## config.mk

```make
export PLATFORM = sky130hd
export DESIGN_NAME = csr_desc_bank_flat
export DESIGN_NICKNAME = d
export VERILOG_FILES = /design/src/rtl/csr_desc_pkg.sv /design/src/rtl/csr_desc_bank_if.sv /design/src/rtl/csr_desc_bank_desc_fifo.sv /design/src/rtl/csr_desc_bank.sv /design/src/flat_wrapper.sv
export SDC_FILE = /design/constraint.sdc
export NUM_CORES = 1
export LEC_CHECK = 0
export BUFFER_PORTS_ARGS = -buffer_cell sky130_fd_sc_hd__buf_2
export CAP_MARGIN = 30
export CORE_MARGIN = 2
export CORE_UTILIZATION = 55
export CTS_BUF_LIST = sky130_fd_sc_hd__clkbuf_8
export CTS_CLUSTER_SIZE = 40
export DETAILED_ROUTE_END_ITERATION = 12
export GPL_ROUTABILITY_DRIVEN = 0
export PLACE_DENSITY_LB_ADDON = 0.25
export SYNTH_ARGS = -nofsm -noshare
export SYNTH_HDL_FRONTEND = slang
export SYNTH_SLANG_ARGS = --single-unit
```

## constraint.sdc

```tcl
create_clock -name clk -period 5.5 [get_ports clk]
set_input_delay 1.65 -clock clk [delete_from_list [all_inputs] [get_ports clk]]
set_output_delay 1.65 -clock clk [all_outputs]
set_load 0.1 [all_outputs]
```

## src/rtl/csr_desc_pkg.sv

```systemverilog
// rtl/csr_desc_pkg.sv - register map, bit positions and descriptor type for the CSR descriptor bank
// Shared by the bank top, the descriptor FIFO and the bench.
package csr_desc_pkg;

    // Descriptor field width; keep equal to the bank's DATA_W.
    localparam int DESC_W = 32;

    // Word addresses of the CSR map.
    typedef enum logic [2:0] {
        REG_CONTROL    = 3'd0,
        REG_STATUS     = 3'd1,
        REG_DESC_ADDR  = 3'd2,
        REG_DESC_LEN   = 3'd3,
        REG_IRQ_STATUS = 3'd4,
        REG_IRQ_MASK   = 3'd5,
        REG_PKT_COUNT  = 3'd6,
        REG_RESERVED   = 3'd7
    } reg_addr_e;

    // CONTROL bits
    localparam int CTRL_ENABLE = 0;
    localparam int CTRL_IRQ_EN = 1;
    localparam int CTRL_FLUSH  = 2;

    // STATUS bits
    localparam int ST_FULL      = 8;
    localparam int ST_EMPTY     = 9;
    localparam int ST_LEVEL_LSB = 16;
    localparam int ST_LEVEL_W   = 8;

    // IRQ_STATUS / IRQ_MASK bits
    localparam int IRQ_PKT_DONE = 0;
    localparam int IRQ_OVERFLOW = 1;
    localparam int IRQ_STATE    = 2;
    localparam int IRQ_W        = 3;

    typedef struct packed {
        logic [DESC_W-1:0] addr;
        logic [DESC_W-1:0] len;
    } desc_t;

endpackage

```

## src/rtl/csr_desc_bank_if.sv

```systemverilog
// rtl/csr_desc_bank_if.sv - Avalon-MM style CSR bus between host and bank
// Signals: address (word), read/write strobes, writedata, readdata, readdatavalid.
// master: host side driving strobes; slave: the register bank.
interface csr_desc_bank_if #(
    parameter int DATA_W = 32
);
    logic [2:0]        address;
    logic              read;
    logic              write;
    logic [DATA_W-1:0] writedata;
    logic [DATA_W-1:0] readdata;
    logic              readdatavalid;

    modport master (
        output address, read, write, writedata,
        input  readdata, readdatavalid
    );

    modport slave (
        input  address, read, write, writedata,
        output readdata, readdatavalid
    );
endinterface

```

## src/rtl/csr_desc_bank_desc_fifo.sv

```systemverilog
// rtl/csr_desc_bank_desc_fifo.sv - first-word-fall-through descriptor FIFO with flush and overflow pulse
// Ports:
//   clk, reset      clock, synchronous active-low reset
//   push_i, wdata_i write request and data
//   pop_i           consume head (ignored when empty)
//   flush_i         empty the FIFO on the next edge; same-cycle push/pop are discarded
//   rdata_o         head entry, zero while empty
//   full_o, empty_o, level_o  occupancy
//   overflow_o      combinational pulse: push refused because full with no pop
module desc_fifo #(
    parameter int WIDTH = 64,
    parameter int DEPTH = 4
) (
    input  logic                       clk,
    input  logic                       reset,
    input  logic                       push_i,
    input  logic                       pop_i,
    input  logic                       flush_i,
    input  logic [WIDTH-1:0]           wdata_i,
    output logic [WIDTH-1:0]           rdata_o,
    output logic                       full_o,
    output logic                       empty_o,
    output logic [$clog2(DEPTH):0]     level_o,
    output logic                       overflow_o
);
    localparam int PTR_W = $clog2(DEPTH);
    localparam int LVL_W = PTR_W + 1;

    logic [WIDTH-1:0] mem_q [DEPTH];
    logic [PTR_W-1:0] wr_ptr_q, wr_ptr_d;
    logic [PTR_W-1:0] rd_ptr_q, rd_ptr_d;
    logic [LVL_W-1:0] level_q, level_d;
    logic             pop_ok;
    logic             push_ok;

    assign empty_o = (level_q == '0);
    assign full_o  = (level_q == LVL_W'(DEPTH));
    assign level_o = level_q;
    assign rdata_o = empty_o ? '0 : mem_q[rd_ptr_q];

    // A pop frees a slot in the same cycle, so a push into a full FIFO
    // is accepted when it coincides with a pop.
    assign pop_ok     = pop_i && !empty_o && !flush_i;
    assign push_ok    = push_i && !flush_i && (!full_o || pop_ok);
    assign overflow_o = push_i && !flush_i && full_o && !pop_ok;

    always_comb begin
        wr_ptr_d = wr_ptr_q;
        rd_ptr_d = rd_ptr_q;
        level_d  = level_q;
        if (flush_i) begin
            wr_ptr_d = '0;
            rd_ptr_d = '0;
            level_d  = '0;
        end else begin
            // DEPTH is a power of two, so pointer wrap is the natural overflow.
            if (push_ok) wr_ptr_d = wr_ptr_q + PTR_W'(1);
            if (pop_ok)  rd_ptr_d = rd_ptr_q + PTR_W'(1);
            level_d = level_q + LVL_W'(push_ok) - LVL_W'(pop_ok);
        end
    end

    always_ff @(posedge clk) begin
        if (!reset) begin
            wr_ptr_q <= '0;
            rd_ptr_q <= '0;
            level_q  <= '0;
        end else begin
            wr_ptr_q <= wr_ptr_d;
            rd_ptr_q <= rd_ptr_d;
            level_q  <= level_d;
        end
    end

    // Storage needs no reset: the head is masked to zero while empty.
    always_ff @(posedge clk) begin
        if (push_ok) mem_q[wr_ptr_q] <= wdata_i;
    end
endmodule

```

## src/rtl/csr_desc_bank.sv

```systemverilog
// rtl/csr_desc_bank.sv - CSR bank with descriptor queue, W1C interrupts and packet counter
// Ports:
//   clk, reset          clock, synchronous active-low reset
//   bus                 CSR slave (address/read/write/writedata/readdata/readdatavalid)
//   state               engine FSM state, sampled every cycle into STATUS
//   pkt_done            one-cycle pulse per captured packet
//   desc_valid/ready    FWFT descriptor handshake toward the engine
//   desc_addr/desc_len  head descriptor, zero while empty
//   enable              CONTROL[0]
//   irq                 registered interrupt request
module csr_desc_bank
    import csr_desc_pkg::*;
#(
    parameter int DATA_W     = 32,
    parameter int DESC_DEPTH = 4,
    parameter int STATE_W    = 2
) (
    input  logic               clk,
    input  logic               reset,
    csr_desc_bank_if.slave     bus,
    input  logic [STATE_W-1:0] state,
    input  logic               pkt_done,
    output logic               desc_valid,
    input  logic               desc_ready,
    output logic [DATA_W-1:0]  desc_addr,
    output logic [DATA_W-1:0]  desc_len,
    output logic               enable,
    output logic               irq
);
    localparam int LVL_W = $clog2(DESC_DEPTH) + 1;

    reg_addr_e reg_sel;

    logic [1:0]         ctrl_q,       ctrl_d;
    logic [DATA_W-1:0]  desc_addr_q,  desc_addr_d;
    logic [DATA_W-1:0]  desc_len_q,   desc_len_d;
    logic [IRQ_W-1:0]   irq_status_q, irq_status_d;
    logic [IRQ_W-1:0]   irq_mask_q,   irq_mask_d;
    logic [DATA_W-1:0]  pkt_count_q,  pkt_count_d;
    logic [STATE_W-1:0] state_q;
    logic               irq_q,        irq_d;
    logic [DATA_W-1:0]  rdata_q,      rdata_d;
    logic               rvalid_q;

    logic wr_ctrl, wr_addr, wr_len, wr_irqs, wr_mask, wr_cnt;
    logic flush;

    desc_t              push_desc;
    desc_t              head_desc;
    logic               fifo_full;
    logic               fifo_empty;
    logic [LVL_W-1:0]   fifo_level;
    logic               fifo_overflow;
    logic [DATA_W-1:0]  status_word;

    assign reg_sel = reg_addr_e'(bus.address);

    assign wr_ctrl = bus.write && (reg_sel == REG_CONTROL);
    assign wr_addr = bus.write && (reg_sel == REG_DESC_ADDR);
    assign wr_len  = bus.write && (reg_sel == REG_DESC_LEN);
    assign wr_irqs = bus.write && (reg_sel == REG_IRQ_STATUS);
    assign wr_mask = bus.write && (reg_sel == REG_IRQ_MASK);
    assign wr_cnt  = bus.write && (reg_sel == REG_PKT_COUNT);

    // Flush is a strobe only; it is never stored, so CONTROL[2] reads 0.
    assign flush = wr_ctrl && bus.writedata[CTRL_FLUSH];

    // The push carries the staged address with the length being written now.
    assign push_desc.addr = desc_addr_q;
    assign push_desc.len  = bus.writedata;

    desc_fifo #(
        .WIDTH ($bits(desc_t)),
        .DEPTH (DESC_DEPTH)
    ) u_fifo (
        .clk        (clk),
        .reset      (reset),
        .push_i     (wr_len),
        .pop_i      (desc_ready),
        .flush_i    (flush),
        .wdata_i    (push_desc),
        .rdata_o    (head_desc),
        .full_o     (fifo_full),
        .empty_o    (fifo_empty),
        .level_o    (fifo_level),
        .overflow_o (fifo_overflow)
    );

    assign desc_valid = !fifo_empty;
    assign desc_addr  = head_desc.addr;
    assign desc_len   = head_desc.len;
    assign enable     = ctrl_q[CTRL_ENABLE];
    assign irq        = irq_q;

    assign bus.readdata      = rdata_q;
    assign bus.readdatavalid = rvalid_q;

    always_comb begin
        status_word = '0;
        status_word[STATE_W-1:0] = state_q;
        status_word[ST_FULL]     = fifo_full;
        status_word[ST_EMPTY]    = fifo_empty;
        status_word[ST_LEVEL_LSB +: ST_LEVEL_W] = ST_LEVEL_W'(fifo_level);
    end

    always_comb begin
        ctrl_d      = ctrl_q;
        desc_addr_d = desc_addr_q;
        desc_len_d  = desc_len_q;
        irq_mask_d  = irq_mask_q;

        if (wr_ctrl) ctrl_d      = bus.writedata[1:0];
        if (wr_addr) desc_addr_d = bus.writedata;
        if (wr_len)  desc_len_d  = bus.writedata;
        if (wr_mask) irq_mask_d  = bus.writedata[IRQ_W-1:0];

        // Clear first, then OR in hardware sets so a coincident set wins.
        irq_status_d = irq_status_q;
        if (wr_irqs) irq_status_d = irq_status_d & ~bus.writedata[IRQ_W-1:0];
        irq_status_d[IRQ_PKT_DONE] = irq_status_d[IRQ_PKT_DONE] | pkt_done;
        irq_status_d[IRQ_OVERFLOW] = irq_status_d[IRQ_OVERFLOW] | fifo_overflow;
        irq_status_d[IRQ_STATE]    = irq_status_d[IRQ_STATE] | (state != state_q);

        // Clear then count, so clear plus pkt_done lands on 1.
        pkt_count_d = wr_cnt ? '0 : pkt_count_q;
        if (pkt_done) pkt_count_d = pkt_count_d + DATA_W'(1);

        irq_d = (|(irq_status_q & irq_mask_q)) & ctrl_q[CTRL_IRQ_EN];

        // Read mux sees only current register values: a same-cycle write
        // is not visible until the following read.
        rdata_d = rdata_q;
        if (bus.read) begin
            unique case (reg_sel)
                REG_CONTROL:    rdata_d = {{(DATA_W-2){1'b0}}, ctrl_q};
                REG_STATUS:     rdata_d = status_word;
                REG_DESC_ADDR:  rdata_d = desc_addr_q;
                REG_DESC_LEN:   rdata_d = desc_len_q;
                REG_IRQ_STATUS: rdata_d = {{(DATA_W-IRQ_W){1'b0}}, irq_status_q};
                REG_IRQ_MASK:   rdata_d = {{(DATA_W-IRQ_W){1'b0}}, irq_mask_q};
                REG_PKT_COUNT:  rdata_d = pkt_count_q;
                REG_RESERVED:   rdata_d = '0;
            endcase
        end
    end

    always_ff @(posedge clk) begin
        if (!reset) begin
            ctrl_q       <= '0;
            desc_addr_q  <= '0;
            desc_len_q   <= '0;
            irq_status_q <= '0;
            irq_mask_q   <= '0;
            pkt_count_q  <= '0;
            state_q      <= '0;
            irq_q        <= 1'b0;
            rdata_q      <= '0;
            rvalid_q     <= 1'b0;
        end else begin
            ctrl_q       <= ctrl_d;
            desc_addr_q  <= desc_addr_d;
            desc_len_q   <= desc_len_d;
            irq_status_q <= irq_status_d;
            irq_mask_q   <= irq_mask_d;
            pkt_count_q  <= pkt_count_d;
            state_q      <= state;
            irq_q        <= irq_d;
            rdata_q      <= rdata_d;
            rvalid_q     <= bus.read;
        end
    end
endmodule

```

## src/flat_wrapper.sv

```systemverilog
// flat-port wrapper written by rule: the top's interface ports become plain ports
module csr_desc_bank_flat import csr_desc_pkg::*;
#(
    parameter int DATA_W     = 32,
    parameter int DESC_DEPTH = 4,
    parameter int STATE_W    = 2
)
  (clk, reset, state, pkt_done, desc_valid, desc_ready, desc_addr, desc_len, enable, irq, bus_address, bus_read, bus_write, bus_writedata, bus_readdata, bus_readdatavalid);
  csr_desc_bank_if #(.DATA_W(DATA_W)) bus_i ();
  input  logic clk;
  input  logic reset;
  input  logic [STATE_W-1:0] state;
  input  logic pkt_done;
  output logic desc_valid;
  input  logic desc_ready;
  output logic [DATA_W-1:0] desc_addr;
  output logic [DATA_W-1:0] desc_len;
  output logic enable;
  output logic irq;
  input wire logic [$bits(bus_i.address)-1:0] bus_address;
  input wire logic [$bits(bus_i.read)-1:0] bus_read;
  input wire logic [$bits(bus_i.write)-1:0] bus_write;
  input wire logic [$bits(bus_i.writedata)-1:0] bus_writedata;
  output wire logic [$bits(bus_i.readdata)-1:0] bus_readdata;
  output wire logic [$bits(bus_i.readdatavalid)-1:0] bus_readdatavalid;
  assign bus_i.address = bus_address;
  assign bus_i.read = bus_read;
  assign bus_i.write = bus_write;
  assign bus_i.writedata = bus_writedata;
  assign bus_readdata = bus_i.readdata;
  assign bus_readdatavalid = bus_i.readdatavalid;
  csr_desc_bank #(.DATA_W(DATA_W), .DESC_DEPTH(DESC_DEPTH), .STATE_W(STATE_W)) u_core (.clk(clk), .reset(reset), .bus(bus_i), .state(state), .pkt_done(pkt_done), .desc_valid(desc_valid), .desc_ready(desc_ready), .desc_addr(desc_addr), .desc_len(desc_len), .enable(enable), .irq(irq));
endmodule
```

Yosys cells after proc, flatten, opt, wreduce, memory -nomap -nowiden
Memories as Yosys holds them, arrays and structs flattened. A register that Yosys moved wholly into a read port is not among the register bits.
Cells that the tools add are included.
{ "op_classes": {"n_reduce_logical": 22, "eq_ne": 9, "n_bitwise": 8, "add_sub_neg": 5, "muxes": 9} }
{ "op_table": {"columns": ["cell", "count"], "rows": [
  ["32-bit case mux with 8 select lines", 1],
  ["32-bit 2-to-1 mux", 2],
  ["64-bit 2-to-1 mux", 1],
  ["32-bit by 1-bit adder with 32-bit output (second input constant)", 1],
  ["3-bit == test (second input constant)", 5],
  ["1-bit logical AND", 13],
  ["3-bit AND", 2],
  ["3-bit by 2-bit == test with 1-bit output (second input constant)", 2],
  ["3-bit zero test", 2],
  ["2-bit by 1-bit adder with 2-bit output (second input constant)", 2],
  ["1-bit zero test", 4],
  ["2-bit 2-to-1 mux", 2],
  ["3-bit by 1-bit adder with 3-bit output", 1],
  ["3-bit by 1-bit == test with 1-bit output (second input constant)", 1],
  ["3-bit 2-to-1 mux", 1],
  ["3-bit inverter", 1],
  ["1-bit bitwise OR", 3],
  ["3-bit OR reduction", 1],
  ["3-bit by 1-bit subtractor with 3-bit output", 1],
  ["1-bit 2-to-1 mux", 2],
  ["2-bit inequality test", 1],
  ["2-bit OR reduction", 1],
  ["1-bit AND", 1],
  ["1-bit logical OR", 1],
  ["1-bit inverter", 1]
]} }
{ "totals": {"memories": 1, "reg_bits": 147, "wordCells": 67, "inputBits": 43, "ram_bits": 256, "out_inout_bits": 100} }
{ "memory_table": {"columns": ["memory", "depth", "width", "rd", "rd_ports_with_merged_regs", "wr", "line", "source"], "rows": [
  ["u_core.u_fifo.mem_q", 4, 64, 1, 1, 1, "csr_desc_bank_desc_fifo.sv:29", "logic [WIDTH-1:0] mem_q [DEPTH];"]
]} }

Longest topological paths before layout
Gate-level depths: netlist of the first run.
{ "logic_depth": {"depth_word": 9, "ltp_mapped": 14, "mapped_depth_nobuf": 12} }

Hierarchy
Synthesis of the first run repeated with hierarchy kept, for this count alone.
{ "hier_totals": {"cells_unflattened": 1231, "hier_area_um2": 16653.5} }
{ "by_module_without_submodules": {"columns": ["module", "cells_per_inst", "area_per_inst_um2", "instances", "seq_area_each_um2"], "rows": [
  ["desc_fifo", 459, 10178.5, 1, 7867.5],
  ["csr_desc_bank", 772, 6475.0, 1, 2802.7]
]} }

Worst setup path after synthesis of the first run
No wires, ideal clock.
{ "synth_path": {"path_kind": "input -> register", "start": "input port bus_write", "end": "memory u_core.u_fifo.mem_q[0][0], enable pin", "arrival_time_ns": 4.221, "stages": 6, "t_required_ns": 5.071, "slack_ns": 0.850, "setup_ns": 0.429, "path_buffers": 2, "cell_sequence": "buf_2 or4b_2 clkbuf_1 o21ai_0 a21oi_1 and2_1"} }
{ "synth_between": {"elab_chain_len": 8, "elab_cells_between_ends": 10, "classes_between": "mux (2); reduce/logical (8)"} }
{ "synth_rtl": {"columns": ["element", "line", "source"], "rows": [
  ["start, declared", "flat_wrapper.sv:22", "input wire logic [$bits(bus_i.write)-1:0] bus_write;"],
  ["1-bit logical AND", "csr_desc_bank.sv:58", "assign wr_ctrl = bus.write && (reg_sel == REG_CONTROL);"],
  ["1-bit logical AND", "csr_desc_bank.sv:66", "assign flush = wr_ctrl && bus.writedata[CTRL_FLUSH];"],
  ["1-bit zero test", "csr_desc_bank_desc_fifo.sv:43, csr_desc_bank_desc_fifo.sv:44", null],
  ["1-bit logical AND", "csr_desc_bank_desc_fifo.sv:43", "assign pop_ok = pop_i && !empty_o && !flush_i;"],
  ["1-bit logical OR", "csr_desc_bank_desc_fifo.sv:44", "assign push_ok = push_i && !flush_i && (!full_o || pop_ok);"],
  ["1-bit logical AND *", "csr_desc_bank_desc_fifo.sv:44", null],
  ["1-bit 2-to-1 mux *", "csr_desc_bank_desc_fifo.sv:77", "if (push_ok) mem_q[wr_ptr_q] <= wdata_i;"],
  ["1-bit 2-to-1 mux (not written as such) *", "csr_desc_bank_desc_fifo.sv:77", null],
  ["end, declared", "csr_desc_bank_desc_fifo.sv:29", null]
]} }
Every way passes the cells marked *; elsewhere a longest branch is shown, timed or not.

==> insert_results.sql, run 1 <==
INSERT INTO impl_metrics (metric_group, metric, value, unit) VALUES
('worst_setup_path', 'reg2reg_to', 'u_core.u_fifo.mem_q[3][59]$_DFFE_PP_', ''),
('cells_and_area', 'commonest_cells_after_routing_fill_and_taps_aside', 'edfxtp_1, nand2_1, dfxtp_1, buf_2, a21oi_1', ''),
('global_routing', 'grt_max_degree', '64', ''),
('worst_setup_path', 'crit_path_max_incr_delay', '0.73', 'ns'),
('die', 'design.die.area', '0.03123', 'sq mm'),
('place', 'dpl-instance-area', '0.01743', 'sq mm'),
('route', 'drc', '0', ''),
('sta', 'hold_violations', '0', ''),
('sta', 'timing.max_slew.rel_slack', '35.74', '%'),
('clocking', 'cts.reportedPaths.clkPinSlew', '0.06', 'ns'),
('logic_synthesis', 'main_combinational_cell_family_by_area_after_synthesis', 'simple AND/OR/NAND/NOR gates', ''),
('worst_setup_path', 'critPathBufInv', '2', ''),
('route', 'detailedRoute.firstPassIterationCount', '8', ''),
('worst_setup_path', 'reg2reg_setup_slack', '2.66', 'ns'),
('clocking', 'cts_root_buffer', 'clkbuf_8', ''),
('worst_setup_path', 'cp_data_required_time', '3.85', 'ns'),
('die', 'num_io_pins', '143', ''),
('sta', 'grt_setup_unrepaired', 'false', ''),
('worst_setup_path', 'end_kind', 'primary output', ''),
('global_routing', 'grt_pass1_wl', '57020', 'um'),
('route', 'detail_route.wl_per_cell', '20.30', 'um'),
('worst_hold_path', 'timing.hold.worst_path_depth', '2', ''),
('sta', 'fmax', '0.2263', 'GHz'),
('worst_setup_path', 'r2r_cells', '4', ''),
('logic_synthesis', 'post_synthesis_simple_gate_area_fraction', '12.44', '%'),
('clocking', 'cts-resized-gates', '0', ''),
('worst_setup_path', 'crit_family', 'flip-flops', ''),
('logic_synthesis', 'synth.top_cells.by_area', 'edfxtp_1, dfxtp_1, mux4_2', ''),
('worst_setup_path', 'rr_startpoint', 'u_core.u_fifo.level_o[1]$_SDFF_PP0_', ''),
('sta', 'final-max-slew-violation-count', '0', ''),
('sta', 'layout_setup_ws', '1.081', 'ns'),
('sta', 'setup_violations', '0', ''),
('power', 'leakage', '0.006639', 'uW'),
('place', 'placement.io_buffers', '142', ''),
('die', 'floorplan.die.height', '176.7', 'um'),
('worst_hold_path', 'min_path_type', 'reg2reg', ''),
('global_routing', 'antenna_found_initial', '2', ''),
('die', 'initial_core_util', '55.66', '%'),
('worst_hold_path', 'timing.hold.worst_endpoint', 'u_core.desc_len_q[26]$_SDFFE_PN0N_', ''),
('sta', 'layout_worst_path_cycle_share', '80.34', '%'),
('place', 'place.detailed.hpwl', '23300', 'um'),
('route', 'routed_wl', '36810', 'um'),
('route', 'postRouteAntennaNets', '0', ''),
('cells_and_area', 'layout-drive-gt1-share', '23.57', '%'),
('worst_setup_path', 'crit_path_max_fanout', '37', ''),
('global_routing', 'globalRouteOverflowTotal', '0', ''),
('worst_hold_path', 'hold_start', 'u_core.desc_len_q[26]$_SDFFE_PN0N_', ''),
('power', 'fin_total_pwr', '9103', 'uW'),
('logic_synthesis', 'synth-edff-count', '256', ''),
('clocking', 'tritoncts_clock_tree', 'yes', ''),
('status', 'outcome', 'completed', ''),
('die', 'fp.dieW', '176.7', 'um'),
('logic_synthesis', 'post_synth.cell_area_avg', '13.33', 'sq um'),
('route', 'first_iter_violations', '1038', ''),
('clocking', 'cts_max_level', '2', ''),
('logic_synthesis', 'netlist.top_cell.by_area', 'edfxtp_1', ''),
('sta', 'min_period', '4.419', 'ns'),
('logic_synthesis', 'synth_nets', '1282', ''),
('sta', 'clock-skew-final', '0.01564', 'ns'),
('logic_synthesis', 'compound_gate_portion_of_the_synthesized_area', '6.939', '%'),
('run', 'max-cap-violations', '0', ''),
('cells_and_area', 'fin_area', '0.01872', 'sq mm'),
('power', 'cellPowerDensity', '486.3', 'mW/mm^2'),
('clocking', 'tritoncts_num_sinks', '405', ''),
('cells_and_area', 'layout_commonest_cell', 'edfxtp_1', ''),
('worst_setup_path', 'crit_chain', 'buf_12, mux4_2, and2_1, buf_2', ''),
('power', 'irDropWorstVdd', '0.3867', 'mV'),
('place', 'worst_setup_timing_slack_at_the_placement_stage', '0.7468', 'ns'),
('logic_synthesis', 'synthesis.instances', '1231', ''),
('clocking', 'worst_skew_pair.late_latency', '0.60', 'ns'),
('sta', 'fin_setup_tns', '0', 'ns');
-- per-layer routing --
metal | vias to the layer above | part of all wire [%] | global-route usage, %
li1 | 4845 | - | -
met1 | 5213 | 43 | 33.39
met2 | 355 | 49 | 38.93
met3 | 53 | 6.3 | 3.393
met4 | 2 | 1.5 | 6.129
met5 | - | 0.035 | 0
-- flip-flops by register name, indices dropped and copies added (netlist names), 3 cells and up, named ones only --
name	count
u_core.irq_status_q	3
u_core.u_fifo.level_o	3
u_core.bus.readdata	32
u_core.desc_len_q	32
u_core.u_fifo.mem_q	256
u_core.irq_mask_q	3
u_core.pkt_count_q	32
u_core.desc_addr_q	32
-- where the power goes --
group / switching, uW / internal (uW)
Sequential: 104 / 3270
Combinational: 2580 / 664
Clock: 1130 / 1360
Total: 3810 / 5290
-- area by class of cell --
cell class	instances	area, sq um	share of cell area [%]
repair buffers	161	878.3	4.692
multi-input cells	722	5316	28.40
clock inverters	33	168.9	0.9024
flip-flops and latches	405	10680	57.03
inverters	19	71.32	0.3810
clock buffers	81	1115	5.956
well taps	390	488.0	2.607
diodes	2	5.005	0.02674
-- worst reg2reg max path: stages (launching register included) --
cell	delay, ns
dfxtp_1	0.44
nor3b_1	0.13
a21oi_1	0.49
and2_2	0.79
buf_4	0.61
-- how the worst max path moves through the flow --
| stage | start | to | slack (ns) | depth (start not counted) |
|---|---|---|---|---|
| final | register | desc_addr[2] | 1.08 | 4 |
| after global routing | u_core.u_fifo.level_o[1]$_SDFF_PP0_ | desc_len[20] | 0.86 | 5 |
| after CTS | register | desc_addr[2] | 0.97 | 4 |
| after detailed placement | bus_address[1] | u_core.u_fifo.mem_q[3][25]$_DFFE_PP_ | 0.75 | 6 |
| after global placement | bus_address[1] | u_core.u_fifo.mem_q[3][62]$_DFFE_PP_ | 0.85 | 6 |
| after floorplan | bus_write | u_core.u_fifo.mem_q[0][0]$_DFFE_PP_ | 0.85 | 6 |
-- kinds of logic (layout without fill, tap and decap cells) --
kind of cell / count (synthesis) / in the layout
buffers and inverters: 104 / 294
AOI/OAI and AO/OA: 188 / 188
adders and majority gates: 8 / 8
DFF: 405 / 405
other: 0 / 2
xor gates and xnor gates: 14 / 14
and+or+nand+nor: 403 / 403
muxes: 109 / 109
-- synthesized netlist by cell type, types with 2 or more instances --
master and n:
o21ai_0 13, o22ai_1 3, and2_1 78, nor2b_1 7
xor2_1 5, o2bb2ai_1 22, nand2_1 170, ha_1 7
and3_1 3, nand2b_1 24, nor4_1 7, or3b_2 2
inv_1 19, buf_1 5, nand3b_1 4, edfxtp_1 256
o21bai_1 3, nor3_1 8, or4_1 9, mux2_2 7
mux4_2 64, a21oi_1 113, clkbuf_1 64, nand4_1 10
o211ai_1 2, dfxtp_1 149, a31oi_1 3, nand3_1 35
mux2i_1 38, buf_2 13, a22oi_1 5, nor2_1 24
xnor2_1 9, o31ai_1 8, a2bb2oi_1 8, a22o_1 2
or3_1 10
-- metrics by stage --
step | util, % | hold WS (ns) | std cells
6_report | 63.49 | 0.4550 | 1813
5_1_grt | 63.48 | 0.4765 | 1812
4_1_cts | 63.48 | 0.4554 | 1811
3_5_place_dp | 59.12 | 0.4473 | 1697
3_3_place_gp | 59.12 | 0.4403 | 1697
2_1_floorplan | - | 0.4231 | 1231
(Power assumes the default switching activity.)
==> inputs of run 2 (changes only) <==
- clock period: 5.5 -> 4 ns (I/O delays scaled with it)
==> insert_results.sql, run 2 (synthesized netlist as in run 1, its figures left out) <==
INSERT INTO impl_metrics (metric_group, metric, value, unit) VALUES
('worst_setup_path', 'critical_path_arrival', '2.54', 'ns'),
('run', 'max-cap-violations', '0', ''),
('route', 'vias', '10510', ''),
('power', 'irDropWorstVdd', '0.5498', 'mV'),
('sta', 'min_period', '3.743', 'ns'),
('sta', 'layout_worst_path_cycle_share', '93.57', '%'),
('sta', 'final-max-slew-violation-count', '0', ''),
('die', 'floorplan.die.height', '176.7', 'um'),
('die', 'fp.dieW', '176.7', 'um'),
('sta', 'worst-slew-pin-transition', '0.9262', 'ns'),
('power', 'cellPowerDensity', '658.4', 'mW/mm^2'),
('cells_and_area', 'insertedDiodeCount', '0', ''),
('global_routing', 'grt_max_degree', '65', ''),
('worst_setup_path', 'crit_chain', 'buf_12, mux4_2, and2_1, buf_2', ''),
('sta', 'timing.max_slew.rel_slack', '38.26', '%'),
('sta', 'grt_setup_unrepaired', 'false', ''),
('worst_setup_path', 'reg2reg_to', 'u_core.u_fifo.level_o[2]$_SDFF_PP0_', ''),
('route', 'routed_wl', '36240', 'um'),
('cells_and_area', 'final_cell_count_no_fill', '1821', ''),
('global_routing', 'via_count_of_the_first_global_routing_pass', '10120', ''),
('clocking', 'cts.reportedPaths.clkPinSlew', '0.06', 'ns'),
('worst_setup_path', 'start_kind', 'register', ''),
('clocking', 'cts_max_level', '2', ''),
('sta', 'setup_violations', '0', ''),
('worst_setup_path', 'rr_startpoint', 'u_core.u_fifo.level_o[2]$_SDFF_PP0_', ''),
('cells_and_area', 'num-nets-final', '1429', ''),
('clocking', 'cts_hold_buf', '0', ''),
('cells_and_area', 'layout-drive-gt1-share', '23.62', '%'),
('clocking', 'tritoncts_clock_tree', 'yes', ''),
('global_routing', 'antenna_found_initial', '1', ''),
('sta', 'fmax', '0.2672', 'GHz'),
('cells_and_area', 'flow.area_growth_from_synthesis', '14.39', '%'),
('global_routing', 'grt_pass1_wl', '56250', 'um'),
('worst_hold_path', 'timing.hold.worst_endpoint', 'u_core.desc_len_q[12]$_SDFFE_PN0N_', ''),
('die', 'initial_core_util', '55.66', '%'),
('global_routing', 'track_usage', '23.49', '%'),
('place', 'placedCellCount', '1705', ''),
('sta', 'clock-skew-final', '0.03079', 'ns'),
('route', 'drt_via_density', '5.771', ''),
('power', 'fin_total_pwr', '12360', 'uW'),
('place', 'placement.io_buffers', '142', ''),
('worst_setup_path', 'cpMaxStageDelayCell', 'dfxtp_4', ''),
('cells_and_area', 'commonest_cells_after_routing_fill_and_taps_aside', 'edfxtp_1, nand2_1, dfxtp_1, buf_2, a21oi_1', ''),
('place', 'place.detailed.hpwl', '23280', 'um'),
('worst_setup_path', 'cp_data_required_time', '2.80', 'ns'),
('clocking', 'cts_setup_buffers', '0', ''),
('worst_hold_path', 'hold_start', 'u_core.desc_len_q[12]$_SDFFE_PN0N_', ''),
('worst_setup_path', 'r2r_cells', '12', ''),
('route', 'detailedRoute.firstPassIterationCount', '5', ''),
('cells_and_area', 'num-fill-cells', '2186', ''),
('worst_setup_path', 'reg2reg_setup_slack', '1.28', 'ns'),
('global_routing', 'globalRouteOverflowTotal', '0', ''),
('worst_hold_path', 'min_path_type', 'reg2reg', ''),
('clocking', 'cts_root_buffer', 'clkbuf_8', ''),
('worst_setup_path', 'end_kind', 'primary output', ''),
('clocking', 'cts_made_buffers', '61', ''),
('clocking', 'tritoncts_num_sinks', '405', ''),
('worst_setup_path', 'worst-setup-path-type', 'reg2out', ''),
('die', 'design.die.area', '0.03123', 'sq mm'),
('clocking', 'worst_skew_pair.late_latency', '0.62', 'ns'),
('die', 'num_rows', '63', ''),
('power', 'leakage', '0.006657', 'uW'),
('cells_and_area', 'top_register', 'u_core.u_fifo.mem_q', ''),
('sta', 'fin_setup_tns', '0', 'ns'),
('clocking', 'clk_path_buf_depth', '3', ''),
('route', 'first_iter_violations', '758', ''),
('worst_setup_path', 'crit_path_max_incr_delay', '0.57', 'ns'),
('die', 'num_io_pins', '143', ''),
('route', 'postRouteAntennaNets', '0', ''),
('route', 'drc', '0', ''),
('clocking', 'cts-resized-gates', '0', ''),
('sta', 'hold_violations', '0', ''),
('cells_and_area', 'largest_register_ffs', '256', ''),
('die', 'core_area', '0.02948', 'sq mm'),
('cells_and_area', 'layout_commonest_cell', 'edfxtp_1', ''),
('route', 'detail_route.wl_per_cell', '19.90', 'um'),
('status', 'outcome', 'completed', ''),
('worst_setup_path', 'crit_path_max_fanout', '28', ''),
('worst_hold_path', 'timing.hold.worst_path_depth', '2', '');
## run 2: power breakdown
| group | switching [uW] | total [uW] | leakage [uW] | internal (uW) |
|---|---|---|---|---|
| clock network | 1560 | 3210 | 0.000698 | 1660 |
| registers | 105 | 4600 | 0.00368 | 4500 |
| logic | 3580 | 4540 | 0.00228 | 958 |
| total | 5240 | 12400 | 0.00666 | 7110 |
## run 2: routing by layer
| metal | wire (um) | vias to the layer above | global-route usage, % |
|---|---|---|---|
| li1 | - | 4862 | - |
| met3 | 2475 | 71 | 4.167 |
| met5 | 7 | - | 0 |
| met4 | 988 | 2 | 8.058 |
| met2 | 17020 | 368 | 36.59 |
| met1 | 15750 | 5206 | 33.67 |
## run 2: area by class of cell
class | count | area (sq um) | share of cell area, %
Timing Repair Buffer | 169 | 1039 | 5.533
Sequential cell | 405 | 10680 | 56.87
Clock inverter | 50 | 272.8 | 1.453
Multi-Input combinational cell | 722 | 5316 | 28.32
Clock buffer | 66 | 908.4 | 4.839
Inverter | 19 | 71.32 | 0.3799
Tap cell | 390 | 488.0 | 2.600
## run 2: how the worst max path moves through the flow
stage	from	endpoint	slack, ns	cells past startpoint
floorplan	bus_address[2]	u_core.u_fifo.level_o[2]$_SDFF_PP0_	0.14	14
global placement	bus_write	u_core.u_fifo.level_o[2]$_SDFF_PP0_	0.17	12
detailed placement	bus_write	u_core.u_fifo.level_o[2]$_SDFF_PP0_	0.10	13
CTS	register	desc_addr[2]	0.19	4
global route	register	desc_addr[2]	0.12	4
finish	register	desc_addr[2]	0.26	4
## run 2: critical path, delay by kind of cell, from the launching register on
kind,cells,cell delay [ns]
AND/OR/NAND/NOR,1,0.21
buffers and inverters,2,0.59
flip-flops,1,0.57
multiplexers,1,0.54
## run 2: through the flow
step / utilization (%) / setup slack (ns) / area (sq um) / hold WS (ns)
2_1_floorplan: - / 0.1433 / 16410 / 0.4231
3_3_place_gp: 59.66 / 0.1715 / 17590 / 0.4403
3_5_place_dp: 59.66 / 0.1003 / 17590 / 0.4461
4_1_cts: 63.67 / 0.1890 / 18770 / 0.4550
5_1_grt: 63.67 / 0.1229 / 18770 / 0.4735
6_report: 63.67 / 0.2571 / 18770 / 0.4553
==> inputs of run 3 (changes only) <==
- CAP_MARGIN: 30 -> default
- MAX_ROUTING_LAYER: default -> met4
- PLACE_DENSITY_LB_ADDON: 0.25 -> 0.2
==> insert_results.sql, run 3 (synthesized netlist as in run 1, its figures left out) <==
INSERT INTO impl_metrics (metric_group, metric, value, unit) VALUES
('status', 'outcome', 'completed', ''),
('route', 'postRouteAntennaNets', '0', ''),
('power', 'p_sw', '5344', 'uW'),
('sta', 'clock-skew-final', '0.03687', 'ns'),
('sta', 'worst-slew-pin-transition', '0.9657', 'ns'),
('worst_setup_path', 'rr_startpoint', 'u_core.pkt_count_q[0]$_SDFF_PN0_', ''),
('cells_and_area', 'layout-drive-gt1-share', '25.05', '%'),
('die', 'initial_core_util', '55.66', '%'),
('cells_and_area', 'flow.area_growth_from_synthesis', '15.47', '%'),
('power', 'power.share.combinational', '35.5', '%'),
('global_routing', 'via_count_of_the_first_global_routing_pass', '10240', ''),
('worst_setup_path', 'cp_data_required_time', '2.80', 'ns'),
('power', 'intPower', '7444', 'uW'),
('worst_setup_path', 'crit_path_max_fanout', '26', ''),
('die', 'num_io_pins', '143', ''),
('cells_and_area', 'largest_register_ffs', '256', ''),
('sta', 'layout_worst_path_cycle_share', '92.65', '%'),
('route', 'routed_wl', '37220', 'um'),
('clocking', 'cts-resized-gates', '0', ''),
('die', 'core_area', '0.02948', 'sq mm'),
('route', 'drt_via_density', '5.759', ''),
('sta', 'grt_setup_unrepaired', 'false', ''),
('sta', 'setup_violations', '0', ''),
('cells_and_area', 'num-fill-cells', '2214', ''),
('worst_hold_path', 'timing.hold.worst_path_depth', '2', ''),
('cells_and_area', 'fin_area', '0.01895', 'sq mm'),
('clocking', 'tritoncts_num_sinks', '405', ''),
('power', 'share_seq_of_total_power', '36.0', '%'),
('worst_hold_path', 'hold_start', 'u_core.desc_len_q[17]$_SDFFE_PN0N_', ''),
('place', 'dpl-instance-area', '0.01755', 'sq mm'),
('run', 'max-cap-violations', '0', ''),
('sta', 'fin_worst_hold_slack', '0.4544', 'ns'),
('cells_and_area', 'layout_commonest_cell', 'edfxtp_1', ''),
('clocking', 'cts_root_buffer', 'clkbuf_8', ''),
('clocking', 'cts_hold_buf', '0', ''),
('worst_setup_path', 'end_kind', 'primary output', ''),
('sta', 'min_period', '3.706', 'ns'),
('worst_setup_path', 'critical_path_arrival', '2.51', 'ns'),
('power', 'cellPowerDensity', '674.9', 'mW/mm^2'),
('sta', 'hold_violations', '0', ''),
('die', 'num_rows', '63', ''),
('route', 'drc', '0', ''),
('sta', 'fmax', '0.2698', 'GHz'),
('sta', 'timing.max_slew.rel_slack', '35.62', '%'),
('route', 'first_iter_violations', '859', ''),
('global_routing', 'grt_max_degree', '64', ''),
('worst_setup_path', 'reg2reg_setup_slack', '1.32', 'ns'),
('cells_and_area', 'num-nets-final', '1438', ''),
('power', 'leakage', '0.006736', 'uW'),
('die', 'design.die.area', '0.03123', 'sq mm'),
('power', 'power.share.switching', '41.79', '%'),
('die', 'fp.dieW', '176.7', 'um'),
('global_routing', 'globalRouteOverflowTotal', '0', ''),
('cells_and_area', 'commonest_cells_after_routing_fill_and_taps_aside', 'edfxtp_1, nand2_1, dfxtp_1, buf_2, a21oi_1', ''),
('worst_setup_path', 'worst-setup-path-type', 'reg2out', ''),
('clocking', 'cts_made_buffers', '67', ''),
('worst_setup_path', 'start_kind', 'register', ''),
('global_routing', 'grt_pass1_wl', '57700', 'um'),
('global_routing', 'track_usage', '24.96', '%'),
('route', 'detail_route.wl_per_cell', '20.30', 'um'),
('power', 'share_clk_of_total_power', '28.5', '%'),
('clocking', 'cts.reportedPaths.clkPinSlew', '0.06', 'ns'),
('clocking', 'cts_max_level', '3', ''),
('worst_setup_path', 'reg2reg_to', 'u_core.pkt_count_q[26]$_SDFF_PN0_', ''),
('sta', 'final-max-slew-violation-count', '0', ''),
('worst_setup_path', 'r2r_cells', '6', ''),
('place', 'placement.io_buffers', '142', ''),
('worst_hold_path', 'min_path_type', 'reg2reg', ''),
('sta', 'fin_setup_tns', '0', 'ns'),
('clocking', 'worst_skew_pair.late_latency', '0.60', 'ns'),
('place', 'place.detailed.hpwl', '24130', 'um'),
('route', 'vias', '10560', ''),
('clocking', 'tritoncts_clock_tree', 'yes', ''),
('cells_and_area', 'top_register', 'u_core.u_fifo.mem_q', ''),
('clocking', 'cts_setup_buffers', '0', ''),
('die', 'floorplan.die.height', '176.7', 'um'),
('route', 'detailedRoute.firstPassIterationCount', '5', ''),
('worst_hold_path', 'timing.hold.worst_endpoint', 'u_core.desc_len_q[17]$_SDFFE_PN0N_', ''),
('global_routing', 'antenna_found_initial', '2', ''),
('clocking', 'clk_path_buf_depth', '3', ''),
('power', 'irDropWorstVdd', '0.5250', 'mV');
==> run 3: cell types whose count changed in the layout (fill, tap and decap cells not counted) <==
cell / previous run / this run
inv_1: 42 / 33
clkinv_1: 8 / 4
inv_6: 0 / 3
clkinv_2: 11 / 9
bufinv_16: 2 / 1
diode_2: 0 / 3
clkbuf_8: 66 / 84
clkinv_8: 0 / 1
buf_4: 17 / 25
buf_12: 10 / 5
clkinv_4: 0 / 1
==> run 3: stage by stage <==
| stage | util (%) | total power (uW) | setup WS [ns] | cells |
|---|---|---|---|---|
| 5_1_grt | 64.26 | 13250 | 0.1382 | 1833 |
| 3_5_place_dp | 59.53 | 9272 | 0.1664 | 1708 |
| 6_report | 64.27 | 12790 | 0.2942 | 1834 |
| 4_1_cts | 64.25 | 12890 | 0.2049 | 1831 |
| 3_3_place_gp | 59.53 | 9252 | 0.2101 | 1708 |
| 2_1_floorplan | - | 8501 | 0.1433 | 1231 |
==> run 3: worst max path at each step <==
stage                                           to  slack, ns  depth (start not counted)
6_report                             desc_addr[20]       0.29                          4
5_1_grt                               desc_addr[1]       0.14                          5
4_1_cts                              desc_addr[20]       0.20                          4
3_5_place_dp   u_core.u_fifo.level_o[2]$_SDFF_PP0_       0.17                         14
3_3_place_gp   u_core.u_fifo.level_o[2]$_SDFF_PP0_       0.21                         12
2_1_floorplan  u_core.u_fifo.level_o[2]$_SDFF_PP0_       0.14                         14
==> run 3: power groups by stage <==
stage / clock, uW / sequential, uW / combinational [uW]
floorplan: 0 / 4660 / 3840
CTS: 3700 / 4610 / 4580
global placement: 0 / 4690 / 4560
detailed placement: 0 / 4700 / 4580
global route: 3900 / 4620 / 4730
finish: 3640 / 4600 / 4540
==> run 3: routing by layer <==
| layer | vias to the layer above | GRT usage (%) | wire length, um |
|---|---|---|---|
| li1 | 4881 | - | - |
| met1 | 5258 | 34.37 | 16240 |
| met2 | 365 | 38.51 | 17840 |
| met3 | 58 | 4.381 | 2432 |
| met4 | 0 | 7.404 | 709 |
| met5 | - | - | 0 |
==> run 3: critical path, cell delays in order, from the launching register on <==
cell and delay [ns]:
dfxtp_4 0.60, buf_12 0.30, mux4_2 0.57, and2_1 0.17, buf_2 0.28
==> run 3: layout make-up <==
cell class | instances | area (sq um) | area share [%]
tap | 390 | 488.0 | 2.575
sequential | 405 | 10680 | 56.34
clock inverter | 39 | 235.2 | 1.241
timing repair buffer | 172 | 998.5 | 5.269
clock buffer | 84 | 1156 | 6.101
multi-input combinational | 722 | 5316 | 28.06
antenna | 3 | 7.507 | 0.03962
inverter | 19 | 71.32 | 0.3764
